--- src/rtl/uart_tx_fifo.sv ---
// ---------------------------------------------------------------------------
// uart_tx_fifo
//   Buffered UART transmitter for the CPU-to-PC serial link. The bus pushes
//   bytes into a small FIFO. A shifter empties the FIFO onto PC_Uart_txd,
//   LSB first, with one start bit and one stop bit. Everything runs on sysclk.
//   An internal divider holds each bit for BAUD_DIV cycles.
//
//   Optional build macro: UART_TX_PARITY_EN
//     defined   -> 8E1 frames. An even-parity bit follows the data bits
//                  (11 bit times).
//     undefined -> 8N1 frames (10 bit times). No parity logic is built.
//
// Parameters
//   BAUD_DIV    sysclk cycles per UART bit (2..65535)
//   FIFO_DEPTH  TX FIFO entries, power of two (2..256)
//   ADDR_W      log2(FIFO_DEPTH)
//
// Ports
//   sysclk       in   system clock, rising edge
//   reset        in   synchronous active-high reset
//   TX_DATA      in   byte to enqueue
//   TX_WR        in   enqueue strobe, one byte per high cycle
//   TX_FULL      out  FIFO holds FIFO_DEPTH bytes
//   TX_EMPTY     out  FIFO holds no bytes
//   TX_COUNT     out  FIFO occupancy 0..FIFO_DEPTH
//   TX_OVF       out  sticky: a write was dropped on a full FIFO
//   TX_STATUS    out  1 when the FIFO is empty and the shifter is idle
//   PC_Uart_txd  out  registered serial line, idle high
// ---------------------------------------------------------------------------
module uart_tx_fifo #(
    parameter int BAUD_DIV   = 10417,
    parameter int FIFO_DEPTH = 16,
    parameter int ADDR_W     = 4
) (
    input  logic              sysclk,
    input  logic              reset,
    input  logic [7:0]        TX_DATA,
    input  logic              TX_WR,
    output logic              TX_FULL,
    output logic              TX_EMPTY,
    output logic [ADDR_W:0]   TX_COUNT,
    output logic              TX_OVF,
    output logic              TX_STATUS,
    output logic              PC_Uart_txd
);

    localparam logic [ADDR_W:0]   DEPTH_C   = (ADDR_W + 1)'(FIFO_DEPTH);
    localparam logic [ADDR_W:0]   CNT_ONE   = (ADDR_W + 1)'(1);
    localparam logic [ADDR_W-1:0] PTR_ONE   = (ADDR_W)'(1);
    localparam logic [15:0]       BAUD_LAST = 16'(BAUD_DIV - 1);

`ifdef UART_TX_PARITY_EN
    typedef enum logic [2:0] {
        ST_IDLE,
        ST_START,
        ST_DATA,
        ST_PARITY,
        ST_STOP
    } state_t;
`else
    typedef enum logic [1:0] {
        ST_IDLE,
        ST_START,
        ST_DATA,
        ST_STOP
    } state_t;
`endif

    // ---------------- FIFO ----------------
    logic [7:0]        mem [FIFO_DEPTH];
    logic [ADDR_W-1:0] wr_ptr_reg;
    logic [ADDR_W-1:0] rd_ptr_reg;
    logic [ADDR_W:0]   count_reg;
    logic [ADDR_W:0]   count_next;
    logic              full_reg;
    logic              empty_reg;
    logic              ovf_reg;
    logic              push;
    logic              pop;

    // The full flag is registered, so a push is judged against the occupancy
    // before this cycle's pop. A write on a full FIFO is dropped even if a
    // slot frees on the same edge.
    assign push = TX_WR && !full_reg;

    always_comb begin
        count_next = count_reg;
        case ({push, pop})
            2'b10:   count_next = count_reg + CNT_ONE;
            2'b01:   count_next = count_reg - CNT_ONE;
            default: count_next = count_reg;
        endcase
    end

    always_ff @(posedge sysclk) begin
        if (reset) begin
            wr_ptr_reg <= '0;
            rd_ptr_reg <= '0;
            count_reg  <= '0;
            full_reg   <= 1'b0;
            empty_reg  <= 1'b1;
            ovf_reg    <= 1'b0;
        end else begin
            if (push) begin
                wr_ptr_reg <= wr_ptr_reg + PTR_ONE;
            end
            if (pop) begin
                rd_ptr_reg <= rd_ptr_reg + PTR_ONE;
            end
            if (TX_WR && full_reg) begin
                ovf_reg <= 1'b1;
            end
            count_reg <= count_next;
            full_reg  <= (count_next == DEPTH_C);
            empty_reg <= (count_next == '0);
        end
    end

    always_ff @(posedge sysclk) begin
        if (push) begin
            mem[wr_ptr_reg] <= TX_DATA;
        end
    end

    // ---------------- Shifter ----------------
    state_t      state_reg;
    state_t      state_next;
    logic [15:0] baud_cnt_reg;
    logic [15:0] baud_cnt_next;
    logic [2:0]  bit_idx_reg;
    logic [2:0]  bit_idx_next;
    logic [7:0]  shift_reg;
    logic        shift_en;
    logic        txd_reg;
    logic        txd_next;
    logic        status_reg;
    logic        baud_last;
`ifdef UART_TX_PARITY_EN
    logic        parity_reg;
`endif

    assign baud_last = (baud_cnt_reg == BAUD_LAST);

    // The popped byte is captured into the shift register (the registered
    // RAM read). From then on the frame is independent of later FIFO writes.
    always_ff @(posedge sysclk) begin
        if (pop) begin
            shift_reg <= mem[rd_ptr_reg];
        end else if (shift_en) begin
            shift_reg <= {1'b0, shift_reg[7:1]};
        end
    end

`ifdef UART_TX_PARITY_EN
    // The parity accumulates as each data bit leaves. After 8 shifts it
    // holds the XOR of the byte.
    always_ff @(posedge sysclk) begin
        if (pop) begin
            parity_reg <= 1'b0;
        end else if (shift_en) begin
            parity_reg <= parity_reg ^ shift_reg[0];
        end
    end
`endif

    always_comb begin
        state_next    = state_reg;
        baud_cnt_next = baud_cnt_reg + 16'd1;
        bit_idx_next  = bit_idx_reg;
        pop           = 1'b0;
        shift_en      = 1'b0;
        txd_next      = 1'b1;
        case (state_reg)
            ST_IDLE: begin
                baud_cnt_next = '0;
                if (!empty_reg) begin
                    pop        = 1'b1;
                    state_next = ST_START;
                end
            end
            ST_START: begin
                txd_next = 1'b0;
                if (baud_last) begin
                    baud_cnt_next = '0;
                    bit_idx_next  = '0;
                    state_next    = ST_DATA;
                end
            end
            ST_DATA: begin
                txd_next = shift_reg[0];
                if (baud_last) begin
                    baud_cnt_next = '0;
                    shift_en      = 1'b1;
                    if (bit_idx_reg == 3'd7) begin
`ifdef UART_TX_PARITY_EN
                        state_next = ST_PARITY;
`else
                        state_next = ST_STOP;
`endif
                    end else begin
                        bit_idx_next = bit_idx_reg + 3'd1;
                    end
                end
            end
`ifdef UART_TX_PARITY_EN
            ST_PARITY: begin
                txd_next = parity_reg;
                if (baud_last) begin
                    baud_cnt_next = '0;
                    state_next    = ST_STOP;
                end
            end
`endif
            ST_STOP: begin
                txd_next = 1'b1;
                if (baud_last) begin
                    baud_cnt_next = '0;
                    // Chain straight into the next start bit when data waits.
                    if (!empty_reg) begin
                        pop        = 1'b1;
                        state_next = ST_START;
                    end else begin
                        state_next = ST_IDLE;
                    end
                end
            end
            default: begin
                baud_cnt_next = '0;
                state_next    = ST_IDLE;
            end
        endcase
    end

    // The line register follows the state one cycle later. Every bit,
    // including the start bit, is still exactly BAUD_DIV cycles wide.
    always_ff @(posedge sysclk) begin
        if (reset) begin
            state_reg    <= ST_IDLE;
            baud_cnt_reg <= '0;
            bit_idx_reg  <= '0;
            txd_reg      <= 1'b1;
            status_reg   <= 1'b1;
        end else begin
            state_reg    <= state_next;
            baud_cnt_reg <= baud_cnt_next;
            bit_idx_reg  <= bit_idx_next;
            txd_reg      <= txd_next;
            status_reg   <= empty_reg && (state_reg == ST_IDLE);
        end
    end

    assign TX_FULL     = full_reg;
    assign TX_EMPTY    = empty_reg;
    assign TX_COUNT    = count_reg;
    assign TX_OVF      = ovf_reg;
    assign TX_STATUS   = status_reg;
    assign PC_Uart_txd = txd_reg;

endmodule

--- config.mk ---
export PLATFORM = sky130hd
export DESIGN_NAME = uart_tx_fifo
export DESIGN_NICKNAME = d
export VERILOG_FILES = /design/src/rtl/uart_tx_fifo.sv
export SDC_FILE = /design/constraint.sdc
export NUM_CORES = 1
export LEC_CHECK = 0
export BUFFER_PORTS_ARGS = -buffer_cell sky130_fd_sc_hd__buf_2
export CORE_ASPECT_RATIO = 0.75
export CORE_UTILIZATION = 55
export CTS_CLUSTER_SIZE = 12
export DETAILED_ROUTE_END_ITERATION = 8
export PLACE_DENSITY_LB_ADDON = 0.08
export SETUP_SLACK_MARGIN = 0.2
export SLEW_MARGIN = 20
export SYNTH_ARGS = -nofsm -noshare
export SYNTH_HDL_FRONTEND = slang
export SYNTH_SLANG_ARGS = --single-unit
export TNS_END_PERCENT = 10
--- constraint.sdc ---
create_clock -name sysclk -period 6.9 [get_ports sysclk]
set_input_delay 1.035 -clock sysclk [delete_from_list [all_inputs] [get_ports sysclk]]
set_output_delay 1.035 -clock sysclk [all_outputs]
set_load 0.01 [all_outputs]
==> results of run 1 <==
==> worst paths after layout <==
path,startpoint,to,slack [ns],depth (start not counted)
worst max register to register,baud_cnt_reg[7]$_SDFF_PP0_,TX_FULL$_SDFF_PP0_,3.63,12
worst min-delay path,TX_OVF$_SDFFE_PP0P_,TX_OVF$_SDFFE_PP0P_,0.46,2
worst max-delay path,baud_cnt_reg[7]$_SDFF_PP0_,TX_FULL$_SDFF_PP0_,3.63,12
worst min register to register,TX_OVF$_SDFFE_PP0P_,TX_OVF$_SDFFE_PP0P_,0.46,2
==> cell families after synthesis <==
| logic type | Yosys count |
|---|---|
| AO/OA/AOI/OAI | 51 |
| XOR/XNOR | 23 |
| adder cells (fa/ha/maj) | 17 |
| buffers and inverters | 39 |
| flip-flops | 179 |
| multiplexers | 47 |
| AND/OR/NAND/NOR | 143 |
==> synth_stat cells, types with 2 or more instances <==
master / instances
sky130_fd_sc_hd__a211o_1: 2
sky130_fd_sc_hd__a211oi_1: 3
sky130_fd_sc_hd__a21o_1: 2
sky130_fd_sc_hd__a21oi_1: 14
sky130_fd_sc_hd__a221oi_1: 4
sky130_fd_sc_hd__a22oi_1: 2
sky130_fd_sc_hd__a31o_2: 2
sky130_fd_sc_hd__a31oi_1: 6
sky130_fd_sc_hd__and2_1: 2
sky130_fd_sc_hd__and3_1: 2
sky130_fd_sc_hd__buf_2: 9
sky130_fd_sc_hd__clkbuf_1: 16
sky130_fd_sc_hd__dfxtp_1: 43
sky130_fd_sc_hd__edfxtp_1: 136
sky130_fd_sc_hd__ha_1: 17
sky130_fd_sc_hd__inv_1: 14
sky130_fd_sc_hd__mux2_2: 2
sky130_fd_sc_hd__mux2i_1: 18
sky130_fd_sc_hd__mux4_2: 27
sky130_fd_sc_hd__nand2_1: 33
sky130_fd_sc_hd__nand2b_1: 3
sky130_fd_sc_hd__nand3_1: 6
sky130_fd_sc_hd__nand4_1: 6
sky130_fd_sc_hd__nor2_1: 67
sky130_fd_sc_hd__nor2b_1: 7
sky130_fd_sc_hd__nor3_1: 6
sky130_fd_sc_hd__nor4b_2: 2
sky130_fd_sc_hd__o211ai_1: 2
sky130_fd_sc_hd__o21ai_0: 8
sky130_fd_sc_hd__o21ai_1: 2
sky130_fd_sc_hd__xnor2_1: 8
sky130_fd_sc_hd__xor2_1: 15
==> through the flow <==
step / std cells / setup slack, ns / hold slack, ns
floorplan: 499 / 3.68 / 0.433
global placement: 671 / 3.38 / 0.448
detailed placement: 671 / 3.19 / 0.448
CTS: 703 / 3.62 / 0.465
global route: 703 / 3.31 / 0.519
finish: 703 / 3.63 / 0.464
==> metal layers <==
metal	share of wire	GRT usage	vias up
met5	0	0	-
met1	0.47	0.323	2046
met3	0.057	0.0620	21
met4	0.015	0.0882	0
li1	-	-	1902
met2	0.46	0.338	115
==> worst max-delay path: cells and delay by family (launching register included) <==
family	cells	cell delay, ns
buf+inv	1	0.29
mux	1	0.24
xor+xnor	2	0.29
fa+ha+maj	2	0.59
simple gates	4	0.97
compound gates	2	0.35
flops	1	0.43
==> layout make-up <==
cell class | instances | area, um^2
Inverter | 14 | 52.6
Sequential cell | 179 | 4950
Multi-Input combinational cell | 281 | 2240
Timing Repair Buffer | 26 | 145
Tap cell | 171 | 214
Clock inverter | 14 | 163
Fill cell | 957 | 4830
Clock buffer | 18 | 429
==> power by group <==
group          internal (mW)  switching [mW]  total, mW  leakage, nW
Combinational          0.214           0.314      0.529        0.890
Sequential              1.25          0.0518       1.30         1.58
Clock                  0.568           0.389      0.957        0.285
Total                   2.03           0.756       2.79         2.76
==> flow_summary.html, run 1 <==
<table>
<tr><th>Metric</th><th>Value</th></tr>
<tr><th colspan="2">Logic synthesis</th></tr>
<tr><td>Largest family of logic cells by synthesized area</td><td>multiplexers</td></tr>
<tr><td>Share of synthesized registers carrying an async set or reset</td><td>0</td></tr>
<tr><td>Post-synthesis sequential area ratio</td><td>0.674</td></tr>
<tr><td>Fraction of the mapped netlist area in compound gates</td><td>0.0452</td></tr>
<tr><td>Post-synthesis average cell area</td><td>14.7 um^2</td></tr>
<tr><td>Synthesized instance count</td><td>499</td></tr>
<tr><td>Proportion of netlist area held by the largest area contributor</td><td>0.557</td></tr>
<tr><td>Cell taking the most area after synthesis</td><td>sky130_fd_sc_hd__edfxtp_1</td></tr>
<tr><td>Cell types with the largest area share after synthesis</td><td>sky130_fd_sc_hd__edfxtp_1 (56%), sky130_fd_sc_hd__dfxtp_1 (12%), sky130_fd_sc_hd__mux4_2 (8.3%)</td></tr>
<tr><td>Adder and majority gate portion of the synthesized area</td><td>0.0290</td></tr>
<tr><td>Netlist Area Pre-Place</td><td>0.00733 mm^2</td></tr>
<tr><td>Library cells used by synthesis</td><td>45</td></tr>
<tr><td>Simple-gate area share of the yosys netlist</td><td>0.0920</td></tr>
<tr><td>Post-Syn Nets</td><td>527</td></tr>
<tr><td>#FFs+latches synth</td><td>179</td></tr>
<tr><td>Multiplexer fraction of the synthesized cell area</td><td>0.111</td></tr>
<tr><td>Xor/xnor share of the synthesized area</td><td>0.0275</td></tr>
<tr><td>Most used flip-flop cell after synthesis</td><td>sky130_fd_sc_hd__edfxtp_1</td></tr>
<tr><td>Ys Warns</td><td>0</td></tr>
<tr><td>Count of flip-flops with a built-in enable after synthesis</td><td>136</td></tr>
<tr><th colspan="2">Layout</th></tr>
<tr><td>Most common library cell in the layout ignoring fill and taps</td><td>sky130_fd_sc_hd__edfxtp_1</td></tr>
<tr><td>Most frequent cells in the layout</td><td>sky130_fd_sc_hd__edfxtp_1 (136), sky130_fd_sc_hd__nor2_1 (67), sky130_fd_sc_hd__dfxtp_1 (42), sky130_fd_sc_hd__nand2_1 (33), sky130_fd_sc_hd__mux4_2 (27)</td></tr>
<tr><td>Antenna diode count</td><td>0</td></tr>
<tr><td>Share of the core filled with cells</td><td>0.629</td></tr>
<tr><td>Final-stage net count</td><td>547</td></tr>
<tr><td>Area Growth Syn to Fin</td><td>11.7%</td></tr>
<tr><td>Final cell area excluding filler cells</td><td>0.00819 mm^2</td></tr>
<tr><td>Number of flip-flops under the largest register name</td><td>128</td></tr>
<tr><td>Share of final-layout standard cells stronger than drive strength 1</td><td>0.175</td></tr>
<tr><th colspan="2">Critical path</th></tr>
<tr><td>CP Data Arrival Time</td><td>3.59 ns</td></tr>
<tr><td>Element type at the critical path end</td><td>flop</td></tr>
<tr><td>Max FO, Critical Path</td><td>22</td></tr>
<tr><td>Ordered cell list for the critical path</td><td>nor4b_2 -&gt; nand4_2 -&gt; o21ai_1 -&gt; buf_4 -&gt; ha_1 -&gt; xor2_1 -&gt; ha_1 -&gt; a21oi_1 -&gt; mux2i_1 -&gt; xor2_1 -&gt; and2_1 -&gt; nor4bb_1</td></tr>
<tr><td>CP Data Required Time</td><td>7.22 ns</td></tr>
<tr><td>Peak per-stage delay on the critical path</td><td>0.43 ns</td></tr>
<tr><td>Sort of element at the start of the critical path</td><td>flop</td></tr>
<tr><td>Worst setup path class</td><td>flop to flop</td></tr>
<tr><td>Critical Path Slowest Stage Cell</td><td>sky130_fd_sc_hd__dfxtp_1</td></tr>
<tr><th colspan="2">GRT</th></tr>
<tr><td>Vias in the first global route</td><td>3986</td></tr>
<tr><td>Largest net degree at the start of global routing</td><td>36</td></tr>
<tr><td>Overflow after GRT</td><td>0</td></tr>
<tr><td>Global-route total usage across every layer</td><td>0.228</td></tr>
<tr><td>Initial antenna violation count</td><td>0</td></tr>
<tr><td>Wire length of the first global-routing pass</td><td>22300 um</td></tr>
<tr><th colspan="2">Detailed routing</th></tr>
<tr><td>Iter 0 DRT Violations</td><td>275</td></tr>
<tr><td>Routed wire per std cell</td><td>20.6 um</td></tr>
<tr><td>DR pass1 iterations</td><td>5</td></tr>
<tr><td>Via count</td><td>4084</td></tr>
<tr><td>Sum of routed wire length over all layers</td><td>14500 um</td></tr>
<tr><td>Remaining antenna violation count after routing</td><td>0</td></tr>
<tr><td>Detailed-route DRC error count</td><td>0</td></tr>
<tr><td>Via/cell ratio</td><td>5.81</td></tr>
<tr><th colspan="2">Timing</th></tr>
<tr><td>Final number of hold-violating endpoints</td><td>0</td></tr>
<tr><td>Part of the cycle the worst path needs</td><td>0.474</td></tr>
<tr><td>Post-route setup TNS</td><td>0 ns</td></tr>
<tr><td>Highest attainable clock frequency</td><td>306 MHz</td></tr>
<tr><td>Setup violators final</td><td>0</td></tr>
<tr><td>Clock period minus final worst setup slack</td><td>3.27 ns</td></tr>
<tr><td>Final Slew Violations</td><td>0</td></tr>
<tr><td>Max-Slew Margin vs Limit</td><td>0.348</td></tr>
<tr><td>Unrepaired setup endpoints after global routing</td><td>no</td></tr>
<tr><td>Worst setup skew after layout</td><td>0.0150 ns</td></tr>
<tr><td>Transition at the pin with the smallest max-transition slack</td><td>0.975 ns</td></tr>
<tr><th colspan="2">Placement</th></tr>
<tr><td>Weighted congestion reported at the end of routability-driven placement</td><td>0.810</td></tr>
<tr><td>Port Buffer Count</td><td>20</td></tr>
<tr><td>Placed Area</td><td>0.00760 mm^2</td></tr>
<tr><td>Dpl hpwl</td><td>9410 um</td></tr>
<tr><th colspan="2">Floorplanning</th></tr>
<tr><td>Initial Utilization</td><td>0.563</td></tr>
<tr><td>Die outline height</td><td>102 um</td></tr>
<tr><td>Floorplan core area</td><td>0.0130 mm^2</td></tr>
<tr><td>Die Span X</td><td>135 um</td></tr>
<tr><td>Standard-cell row count</td><td>36</td></tr>
<tr><td>IO Pins</td><td>21</td></tr>
<tr><td>Die area</td><td>0.0138 mm^2</td></tr>
<tr><th colspan="2">Outcome</th></tr>
<tr><td>Outcome</td><td>finished, final reports clean</td></tr>
<tr><th colspan="2">CTS</th></tr>
<tr><td>CTS root buf</td><td>sky130_fd_sc_hd__clkbuf_16</td></tr>
<tr><td>Number of buffers inserted by hold repair at cts</td><td>0</td></tr>
<tr><td>Count of instances resized after the clock tree is built</td><td>0</td></tr>
<tr><td>Post-CTS clock slew at the launch and capture registers of the worst setup and hold paths</td><td>0.06 ns</td></tr>
<tr><td>Level count of the clock H-tree</td><td>4</td></tr>
<tr><td>Later-pin clock latency in the skew report</td><td>0.42 ns</td></tr>
<tr><td>Number of buffers inserted to repair setup after CTS</td><td>0</td></tr>
<tr><td>TritonCTS clock tree</td><td>yes</td></tr>
<tr><td>CTS Sinks</td><td>179</td></tr>
<tr><td>Number of buffers added by the clock tree synthesis step</td><td>17</td></tr>
<tr><td>Maximum buffer depth of the clock tree</td><td>2</td></tr>
<tr><th colspan="2">Job</th></tr>
<tr><td>Number of max-capacitance violations reported</td><td>0</td></tr>
<tr><th colspan="2">Power and ir drop</th></tr>
<tr><td>Cell Pwr Density</td><td>341 mW/mm^2</td></tr>
<tr><td>Leakage power summed over all cells</td><td>2.76 nW</td></tr>
<tr><td>Total Power Consumption</td><td>2.79 mW</td></tr>
<tr><td>Largest voltage drop on the vdd net</td><td>0.257 mV</td></tr>
<tr><th colspan="2">Hold path</th></tr>
<tr><td>Worst hold path type</td><td>flop to flop</td></tr>
</table>
Power figures use the tool's default switching activity.
==> inputs of run 2 (changes only) <==
- clock period: 6.9 -> 3.15 ns (I/O delays scaled with it)
==> flow_summary.html, run 2 (same netlist as run 1, synthesis figures left out) <==
<table>
<tr><th>Metric</th><th>Value</th></tr>
<tr><th colspan="2">GRT</th></tr>
<tr><td>Wire length of the first global-routing pass</td><td>21900 um</td></tr>
<tr><td>Vias in the first global route</td><td>3975</td></tr>
<tr><td>Largest net degree at the start of global routing</td><td>28</td></tr>
<tr><td>Global-route total usage across every layer</td><td>0.228</td></tr>
<tr><td>Overflow after GRT</td><td>0</td></tr>
<tr><td>Initial antenna violation count</td><td>0</td></tr>
<tr><th colspan="2">Floorplanning</th></tr>
<tr><td>Standard-cell row count</td><td>36</td></tr>
<tr><td>Die area</td><td>0.0138 mm^2</td></tr>
<tr><td>Floorplan core area</td><td>0.0130 mm^2</td></tr>
<tr><td>Initial Utilization</td><td>0.563</td></tr>
<tr><td>Die outline height</td><td>102 um</td></tr>
<tr><td>Die Span X</td><td>135 um</td></tr>
<tr><td>IO Pins</td><td>21</td></tr>
<tr><th colspan="2">Critical path</th></tr>
<tr><td>CP Data Arrival Time</td><td>3.07 ns</td></tr>
<tr><td>Worst setup path class</td><td>flop to flop</td></tr>
<tr><td>R2R setup slack</td><td>0.41 ns</td></tr>
<tr><td>Max FO, Critical Path</td><td>8</td></tr>
<tr><td>Sort of element at the start of the critical path</td><td>flop</td></tr>
<tr><td>FF-to-FF path depth</td><td>12</td></tr>
<tr><td>Endpoint of the worst register-to-register path</td><td>TX_FULL$_SDFF_PP0_</td></tr>
<tr><td>CP Data Required Time</td><td>3.48 ns</td></tr>
<tr><td>Worst R2R Start</td><td>state_reg[0]$_SDFFE_PP0P_</td></tr>
<tr><td>Element type at the critical path end</td><td>flop</td></tr>
<tr><th colspan="2">Layout</th></tr>
<tr><td>Final-stage net count</td><td>565</td></tr>
<tr><td>Most frequent cells in the layout</td><td>sky130_fd_sc_hd__edfxtp_1 (136), sky130_fd_sc_hd__nor2_1 (66), sky130_fd_sc_hd__dfxtp_1 (41), sky130_fd_sc_hd__nand2_1 (33), sky130_fd_sc_hd__mux4_2 (27)</td></tr>
<tr><td>Number of flip-flops under the largest register name</td><td>128</td></tr>
<tr><td>Share of final-layout standard cells stronger than drive strength 1</td><td>0.216</td></tr>
<tr><td>Area Growth Syn to Fin</td><td>14.2%</td></tr>
<tr><td>Most common library cell in the layout ignoring fill and taps</td><td>sky130_fd_sc_hd__edfxtp_1</td></tr>
<tr><td>Number of non-filler instances in the completed layout</td><td>721</td></tr>
<tr><td>Antenna diode count</td><td>0</td></tr>
<tr><th colspan="2">Detailed routing</th></tr>
<tr><td>Iter 0 DRT Violations</td><td>376</td></tr>
<tr><td>DR pass1 iterations</td><td>7</td></tr>
<tr><td>Sum of routed wire length over all layers</td><td>14300 um</td></tr>
<tr><td>Remaining antenna violation count after routing</td><td>0</td></tr>
<tr><td>Via/cell ratio</td><td>5.75</td></tr>
<tr><td>Detailed-route DRC error count</td><td>1</td></tr>
<tr><td>Routed wire per std cell</td><td>19.8 um</td></tr>
<tr><td>Via count</td><td>4147</td></tr>
<tr><th colspan="2">Timing</th></tr>
<tr><td>Final number of hold-violating endpoints</td><td>0</td></tr>
<tr><td>Setup violators final</td><td>0</td></tr>
<tr><td>Post-route setup TNS</td><td>0 ns</td></tr>
<tr><td>Worst setup skew after layout</td><td>0.00821 ns</td></tr>
<tr><td>Part of the cycle the worst path needs</td><td>0.870</td></tr>
<tr><td>Unrepaired setup endpoints after global routing</td><td>no</td></tr>
<tr><td>Highest attainable clock frequency</td><td>365 MHz</td></tr>
<tr><td>Max-Slew Margin vs Limit</td><td>0.553</td></tr>
<tr><td>Final Slew Violations</td><td>0</td></tr>
<tr><td>Transition at the pin with the smallest max-transition slack</td><td>0.670 ns</td></tr>
<tr><td>Clock period minus final worst setup slack</td><td>2.74 ns</td></tr>
<tr><th colspan="2">Power and ir drop</th></tr>
<tr><td>Switching Power</td><td>1.65 mW</td></tr>
<tr><td>Switching power as a share of total power</td><td>0.269</td></tr>
<tr><td>Cell Pwr Density</td><td>734 mW/mm^2</td></tr>
<tr><td>Leakage power summed over all cells</td><td>2.83 nW</td></tr>
<tr><td>Fraction of power consumed by combinational cells</td><td>0.190</td></tr>
<tr><td>Share of total power in sequential cells</td><td>0.469</td></tr>
<tr><td>Largest voltage drop on the vdd net</td><td>0.591 mV</td></tr>
<tr><td>Pint</td><td>4.50 mW</td></tr>
<tr><td>Relative contribution of the clock network to total power</td><td>0.341</td></tr>
<tr><td>Total Power Consumption</td><td>6.15 mW</td></tr>
<tr><th colspan="2">CTS</th></tr>
<tr><td>Count of instances resized after the clock tree is built</td><td>0</td></tr>
<tr><td>Maximum buffer depth of the clock tree</td><td>2</td></tr>
<tr><td>Number of buffers inserted by hold repair at cts</td><td>0</td></tr>
<tr><td>Number of buffers inserted to repair setup after CTS</td><td>0</td></tr>
<tr><td>Number of buffers added by the clock tree synthesis step</td><td>17</td></tr>
<tr><td>Later-pin clock latency in the skew report</td><td>0.43 ns</td></tr>
<tr><td>Level count of the clock H-tree</td><td>4</td></tr>
<tr><td>CTS Sinks</td><td>179</td></tr>
<tr><td>CTS root buf</td><td>sky130_fd_sc_hd__clkbuf_16</td></tr>
<tr><td>Post-CTS clock slew at the launch and capture registers of the worst setup and hold paths</td><td>0.06 ns</td></tr>
<tr><td>TritonCTS clock tree</td><td>yes</td></tr>
<tr><th colspan="2">Hold path</th></tr>
<tr><td>Hold Path Cell Cnt</td><td>3</td></tr>
<tr><td>Worst hold path type</td><td>input port to flop</td></tr>
<tr><td>Hold Crit Start</td><td>TX_WR</td></tr>
<tr><td>End point of the most critical hold path</td><td>TX_OVF$_SDFFE_PP0P_</td></tr>
<tr><th colspan="2">Outcome</th></tr>
<tr><td>Violated checks</td><td>design-rule violations</td></tr>
<tr><td>Outcome</td><td>finished, violations left</td></tr>
<tr><th colspan="2">Placement</th></tr>
<tr><td>Dpl cells</td><td>689</td></tr>
<tr><td>Weighted congestion reported at the end of routability-driven placement</td><td>0.816</td></tr>
<tr><td>Port Buffer Count</td><td>20</td></tr>
<tr><td>Dpl hpwl</td><td>9480 um</td></tr>
<tr><th colspan="2">Job</th></tr>
<tr><td>Number of max-capacitance violations reported</td><td>0</td></tr>
</table>
run 2: cell count changes in the layout (fill, tap and decap cells not counted), moves of 2 or more:
cell,change
sky130_fd_sc_hd__clkinv_4,-3
sky130_fd_sc_hd__ha_2,+3
sky130_fd_sc_hd__clkinvlp_4,+2
sky130_fd_sc_hd__nor3_2,-2
sky130_fd_sc_hd__buf_4,+17
sky130_fd_sc_hd__nor3_1,+2
sky130_fd_sc_hd__clkinvlp_2,+2
sky130_fd_sc_hd__ha_1,-4
run 2: routing by layer:
layer,global-route usage,share of wire,vias up
met5,0,0,-
met4,0.0795,0.011,0
met3,0.0704,0.070,13
met2,0.323,0.43,139
met1,0.334,0.49,2057
li1,-,-,1938
run 2: worst max-delay path by stage:
stage / start / end / cells past startpoint
2_1_floorplan: state_reg[0]$_SDFFE_PP0P_ / TX_FULL$_SDFF_PP0_ / 15
5_1_grt: state_reg[0]$_SDFFE_PP0P_ / TX_EMPTY$_SDFF_PP1_ / 13
6_report: state_reg[0]$_SDFFE_PP0P_ / TX_FULL$_SDFF_PP0_ / 12
4_1_cts: state_reg[1]$_SDFFE_PP0P_ / TX_FULL$_SDFF_PP0_ / 13
3_5_place_dp: state_reg[1]$_SDFFE_PP0P_ / TX_FULL$_SDFF_PP0_ / 13
3_3_place_gp: state_reg[1]$_SDFFE_PP0P_ / TX_FULL$_SDFF_PP0_ / 13
run 2: layout make-up:
class	count	area, um^2
Sequential cell	179	4950
Fill cell	939	4640
Multi-Input combinational cell	281	2280
Clock buffer	18	429
Timing Repair Buffer	44	293
Tap cell	171	214
Clock inverter	14	161
Inverter	14	52.6
run 2: metrics by stage:
step           setup WS, ns  area [um^2]   util  hold WS (ns)
2_1_floorplan         0.255         7340      -         0.433
3_3_place_gp          0.407         7740  0.594         0.445
3_5_place_dp          0.300         7740  0.594         0.481
4_1_cts               0.232         8330  0.640         0.296
5_1_grt               0.224         8370  0.643         0.311
6_report              0.408         8370  0.643         0.309
run 2: worst max-delay path, stage by stage, from the launching register on:
cell	delay, ns
sky130_fd_sc_hd__dfxtp_1	0.36
sky130_fd_sc_hd__inv_1	0.13
sky130_fd_sc_hd__ha_4	0.27
sky130_fd_sc_hd__nor2_2	0.13
sky130_fd_sc_hd__nand2_1	0.07
sky130_fd_sc_hd__o21ai_2	0.16
sky130_fd_sc_hd__ha_2	0.21
sky130_fd_sc_hd__buf_4	0.14
sky130_fd_sc_hd__nand3b_1	0.12
sky130_fd_sc_hd__o211ai_1	0.11
sky130_fd_sc_hd__or4b_1	0.48
sky130_fd_sc_hd__o311ai_0	0.17
sky130_fd_sc_hd__nor4bb_2	0.30
run 2: power by group through the flow:
| stage | Sequential, mW | Clock, mW | Combinational [mW] |
|---|---|---|---|
| floorplan | 2.88 | 0 | 0.840 |
| global placement | 2.92 | 0 | 1.10 |
| detailed placement | 2.93 | 0 | 1.12 |
| CTS | 2.88 | 2.14 | 1.13 |
| global route | 2.90 | 2.24 | 1.30 |
| finish | 2.88 | 2.10 | 1.17 |
==> inputs of run 3 (changes only) <==
- clock period: 3.15 -> 2.3 ns (I/O delays scaled with it)
==> flow_summary.html, run 3 (same netlist as run 1, synthesis figures left out) <==
<table>
<tr><th>Metric</th><th>Value</th></tr>
<tr><th colspan="2">Critical path</th></tr>
<tr><td>Critical path endpoint</td><td>TX_EMPTY$_SDFF_PP1_</td></tr>
<tr><td>FF-to-FF path depth</td><td>13</td></tr>
<tr><td>Max FO, Critical Path</td><td>4</td></tr>
<tr><td>Element type at the critical path end</td><td>flop</td></tr>
<tr><td>Worst R2R Start</td><td>baud_cnt_reg[0]$_SDFF_PP0_</td></tr>
<tr><td>Sort of element at the start of the critical path</td><td>flop</td></tr>
<tr><td>CP Data Arrival Time</td><td>2.95 ns</td></tr>
<tr><td>CP Data Required Time</td><td>2.67 ns</td></tr>
<tr><td>Worst setup path class</td><td>flop to flop</td></tr>
<tr><td>R2R setup slack</td><td>-0.28 ns</td></tr>
<tr><td>Endpoint of the worst register-to-register path</td><td>TX_EMPTY$_SDFF_PP1_</td></tr>
<tr><td>Crit path from</td><td>baud_cnt_reg[0]$_SDFF_PP0_</td></tr>
<tr><th colspan="2">Detailed routing</th></tr>
<tr><td>Remaining antenna violation count after routing</td><td>0</td></tr>
<tr><td>Routed wire per std cell</td><td>19.2 um</td></tr>
<tr><td>Via/cell ratio</td><td>5.58</td></tr>
<tr><td>Detailed-route DRC error count</td><td>0</td></tr>
<tr><td>Iter 0 DRT Violations</td><td>334</td></tr>
<tr><td>DR pass1 iterations</td><td>4</td></tr>
<tr><td>Sum of routed wire length over all layers</td><td>14400 um</td></tr>
<tr><td>Via count</td><td>4188</td></tr>
<tr><th colspan="2">Power and ir drop</th></tr>
<tr><td>Total Power Consumption</td><td>8.55 mW</td></tr>
<tr><td>Cell Pwr Density</td><td>990 mW/mm^2</td></tr>
<tr><td>Largest voltage drop on the vdd net</td><td>0.919 mV</td></tr>
<tr><td>Leakage power summed over all cells</td><td>2.98 nW</td></tr>
<tr><th colspan="2">Timing</th></tr>
<tr><td>Transition at the pin with the smallest max-transition slack</td><td>0.687 ns</td></tr>
<tr><td>Final number of hold-violating endpoints</td><td>0</td></tr>
<tr><td>Setup violators final</td><td>4</td></tr>
<tr><td>Setup ws final</td><td>-0.284 ns</td></tr>
<tr><td>Unrepaired setup endpoints after global routing</td><td>yes</td></tr>
<tr><td>Max-Slew Margin vs Limit</td><td>0.541</td></tr>
<tr><td>Highest attainable clock frequency</td><td>387 MHz</td></tr>
<tr><td>Final Slew Violations</td><td>0</td></tr>
<tr><td>Worst setup skew after layout</td><td>0.0115 ns</td></tr>
<tr><td>Clock period minus final worst setup slack</td><td>2.58 ns</td></tr>
<tr><td>Part of the cycle the worst path needs</td><td>1.12</td></tr>
<tr><th colspan="2">Floorplanning</th></tr>
<tr><td>Initial Utilization</td><td>0.563</td></tr>
<tr><td>Die Span X</td><td>135 um</td></tr>
<tr><td>Floorplan core area</td><td>0.0130 mm^2</td></tr>
<tr><td>Die outline height</td><td>102 um</td></tr>
<tr><td>IO Pins</td><td>21</td></tr>
<tr><td>Standard-cell row count</td><td>36</td></tr>
<tr><td>Die area</td><td>0.0138 mm^2</td></tr>
<tr><th colspan="2">Layout</th></tr>
<tr><td>Share of the core filled with cells</td><td>0.663</td></tr>
<tr><td>Share of final-layout standard cells stronger than drive strength 1</td><td>0.266</td></tr>
<tr><td>Number of flip-flops under the largest register name</td><td>128</td></tr>
<tr><td>Sequential cell area in the final layout</td><td>0.00495 mm^2</td></tr>
<tr><td>Number of non-filler instances in the completed layout</td><td>750</td></tr>
<tr><td>Antenna diode count</td><td>0</td></tr>
<tr><td>Filler cell count in the final layout</td><td>910</td></tr>
<tr><td>Most frequent cells in the layout</td><td>sky130_fd_sc_hd__edfxtp_1 (136), sky130_fd_sc_hd__nor2_1 (66), sky130_fd_sc_hd__buf_4 (50), sky130_fd_sc_hd__dfxtp_1 (39), sky130_fd_sc_hd__nand2_1 (33)</td></tr>
<tr><td>Area taken by multi-input logic gates</td><td>0.00233 mm^2</td></tr>
<tr><td>Most common library cell in the layout ignoring fill and taps</td><td>sky130_fd_sc_hd__edfxtp_1</td></tr>
<tr><td>Area Growth Syn to Fin</td><td>17.8%</td></tr>
<tr><td>Final-stage net count</td><td>594</td></tr>
<tr><td>Final cell area excluding filler cells</td><td>0.00864 mm^2</td></tr>
<tr><th colspan="2">Placement</th></tr>
<tr><td>Dpl cells</td><td>716</td></tr>
<tr><td>Weighted congestion reported at the end of routability-driven placement</td><td>0.815</td></tr>
<tr><td>Placed Area</td><td>0.00802 mm^2</td></tr>
<tr><td>Port Buffer Count</td><td>20</td></tr>
<tr><td>Dpl hpwl</td><td>9190 um</td></tr>
<tr><th colspan="2">Outcome</th></tr>
<tr><td>Outcome</td><td>finished, violations left</td></tr>
<tr><td>Violated checks</td><td>negative setup slack</td></tr>
<tr><th colspan="2">CTS</th></tr>
<tr><td>CTS Sinks</td><td>179</td></tr>
<tr><td>Post-CTS clock slew at the launch and capture registers of the worst setup and hold paths</td><td>0.07 ns</td></tr>
<tr><td>TritonCTS clock tree</td><td>yes</td></tr>
<tr><td>Number of buffers added by the clock tree synthesis step</td><td>17</td></tr>
<tr><td>Maximum buffer depth of the clock tree</td><td>2</td></tr>
<tr><td>CTS root buf</td><td>sky130_fd_sc_hd__clkbuf_16</td></tr>
<tr><td>Later-pin clock latency in the skew report</td><td>0.43 ns</td></tr>
<tr><td>Number of buffers inserted by hold repair at cts</td><td>0</td></tr>
<tr><td>Level count of the clock H-tree</td><td>4</td></tr>
<tr><th colspan="2">GRT</th></tr>
<tr><td>Initial antenna violation count</td><td>0</td></tr>
<tr><td>Wire length of the first global-routing pass</td><td>22700 um</td></tr>
<tr><td>Overflow after GRT</td><td>0</td></tr>
<tr><td>Vias in the first global route</td><td>4093</td></tr>
<tr><td>Largest net degree at the start of global routing</td><td>31</td></tr>
<tr><td>Global-route total usage across every layer</td><td>0.232</td></tr>
<tr><th colspan="2">Hold path</th></tr>
<tr><td>Worst hold path type</td><td>input port to flop</td></tr>
<tr><td>Hold Path Cell Cnt</td><td>3</td></tr>
<tr><th colspan="2">Job</th></tr>
<tr><td>Number of max-capacitance violations reported</td><td>0</td></tr>
</table>
run 3: final cells by class:
| cell class | instances | share of cell area |
|---|---|---|
| timing repair buffer | 73 | 0.0620 |
| multi-input combinational | 281 | 0.269 |
| inverter | 14 | 0.00609 |
| sequential | 179 | 0.573 |
| clock inverter | 13 | 0.0143 |
| tap | 171 | 0.0248 |
| clock buffer | 19 | 0.0501 |
run 3: worst min path at each step:
stage / from / to
global placement: TX_OVF$_SDFFE_PP0P_ / TX_OVF$_SDFFE_PP0P_
finish: TX_WR / TX_OVF$_SDFFE_PP0P_
floorplan: baud_cnt_reg[0]$_SDFF_PP0_ / baud_cnt_reg[0]$_SDFF_PP0_
detailed placement: shift_reg[0]$_DFFE_PP_ / PC_Uart_txd$_SDFF_PP1_
global route: TX_WR / TX_OVF$_SDFFE_PP0P_
CTS: TX_WR / TX_OVF$_SDFFE_PP0P_
run 3: timing repair:
action,4_1_cts,5_1_grt
setup endpoints to repair,7,16
resized for setup,4,7
buffers inserted,0,2
pin swaps,1,8
run 3: power by group:
part	internal (mW)	leakage [nW]	total [mW]	switching, mW
registers	3.76	1.58	3.91	0.146
logic	0.911	1.14	1.90	0.991
clock network	1.51	0.262	2.75	1.24
total	6.18	2.98	8.55	2.37
run 3: critical path, stage by stage, from the launching register on:
cell and delay (ns):
sky130_fd_sc_hd__dfxtp_2 0.32, sky130_fd_sc_hd__inv_1 0.05, sky130_fd_sc_hd__ha_1 0.14, sky130_fd_sc_hd__and3b_2 0.20, sky130_fd_sc_hd__nand4_4 0.11, sky130_fd_sc_hd__o21ai_4 0.21
sky130_fd_sc_hd__ha_4 0.19, sky130_fd_sc_hd__xor2_2 0.13, sky130_fd_sc_hd__ha_2 0.21, sky130_fd_sc_hd__nor2_1 0.05, sky130_fd_sc_hd__o31a_1 0.24, sky130_fd_sc_hd__o211ai_1 0.19
sky130_fd_sc_hd__xor2_1 0.28, sky130_fd_sc_hd__a31o_2 0.19
run 3: stage by stage:
step,setup TNS [ns],setup slack (ns),hold WS [ns]
floorplan,-1.16,-0.387,0.419
global placement,-0.757,-0.260,0.444
detailed placement,-1.03,-0.353,0.457
finish,-0.799,-0.284,0.188
global route,-1.54,-0.437,0.179
CTS,-0.938,-0.314,0.157
run 3: routing by layer:
layer	global-route usage	vias up	share of wire
li1	-	1991	-
met1	0.316	2097	0.45
met2	0.362	87	0.48
met3	0.0620	13	0.053
met4	0.0864	0	0.014
met5	0	-	0
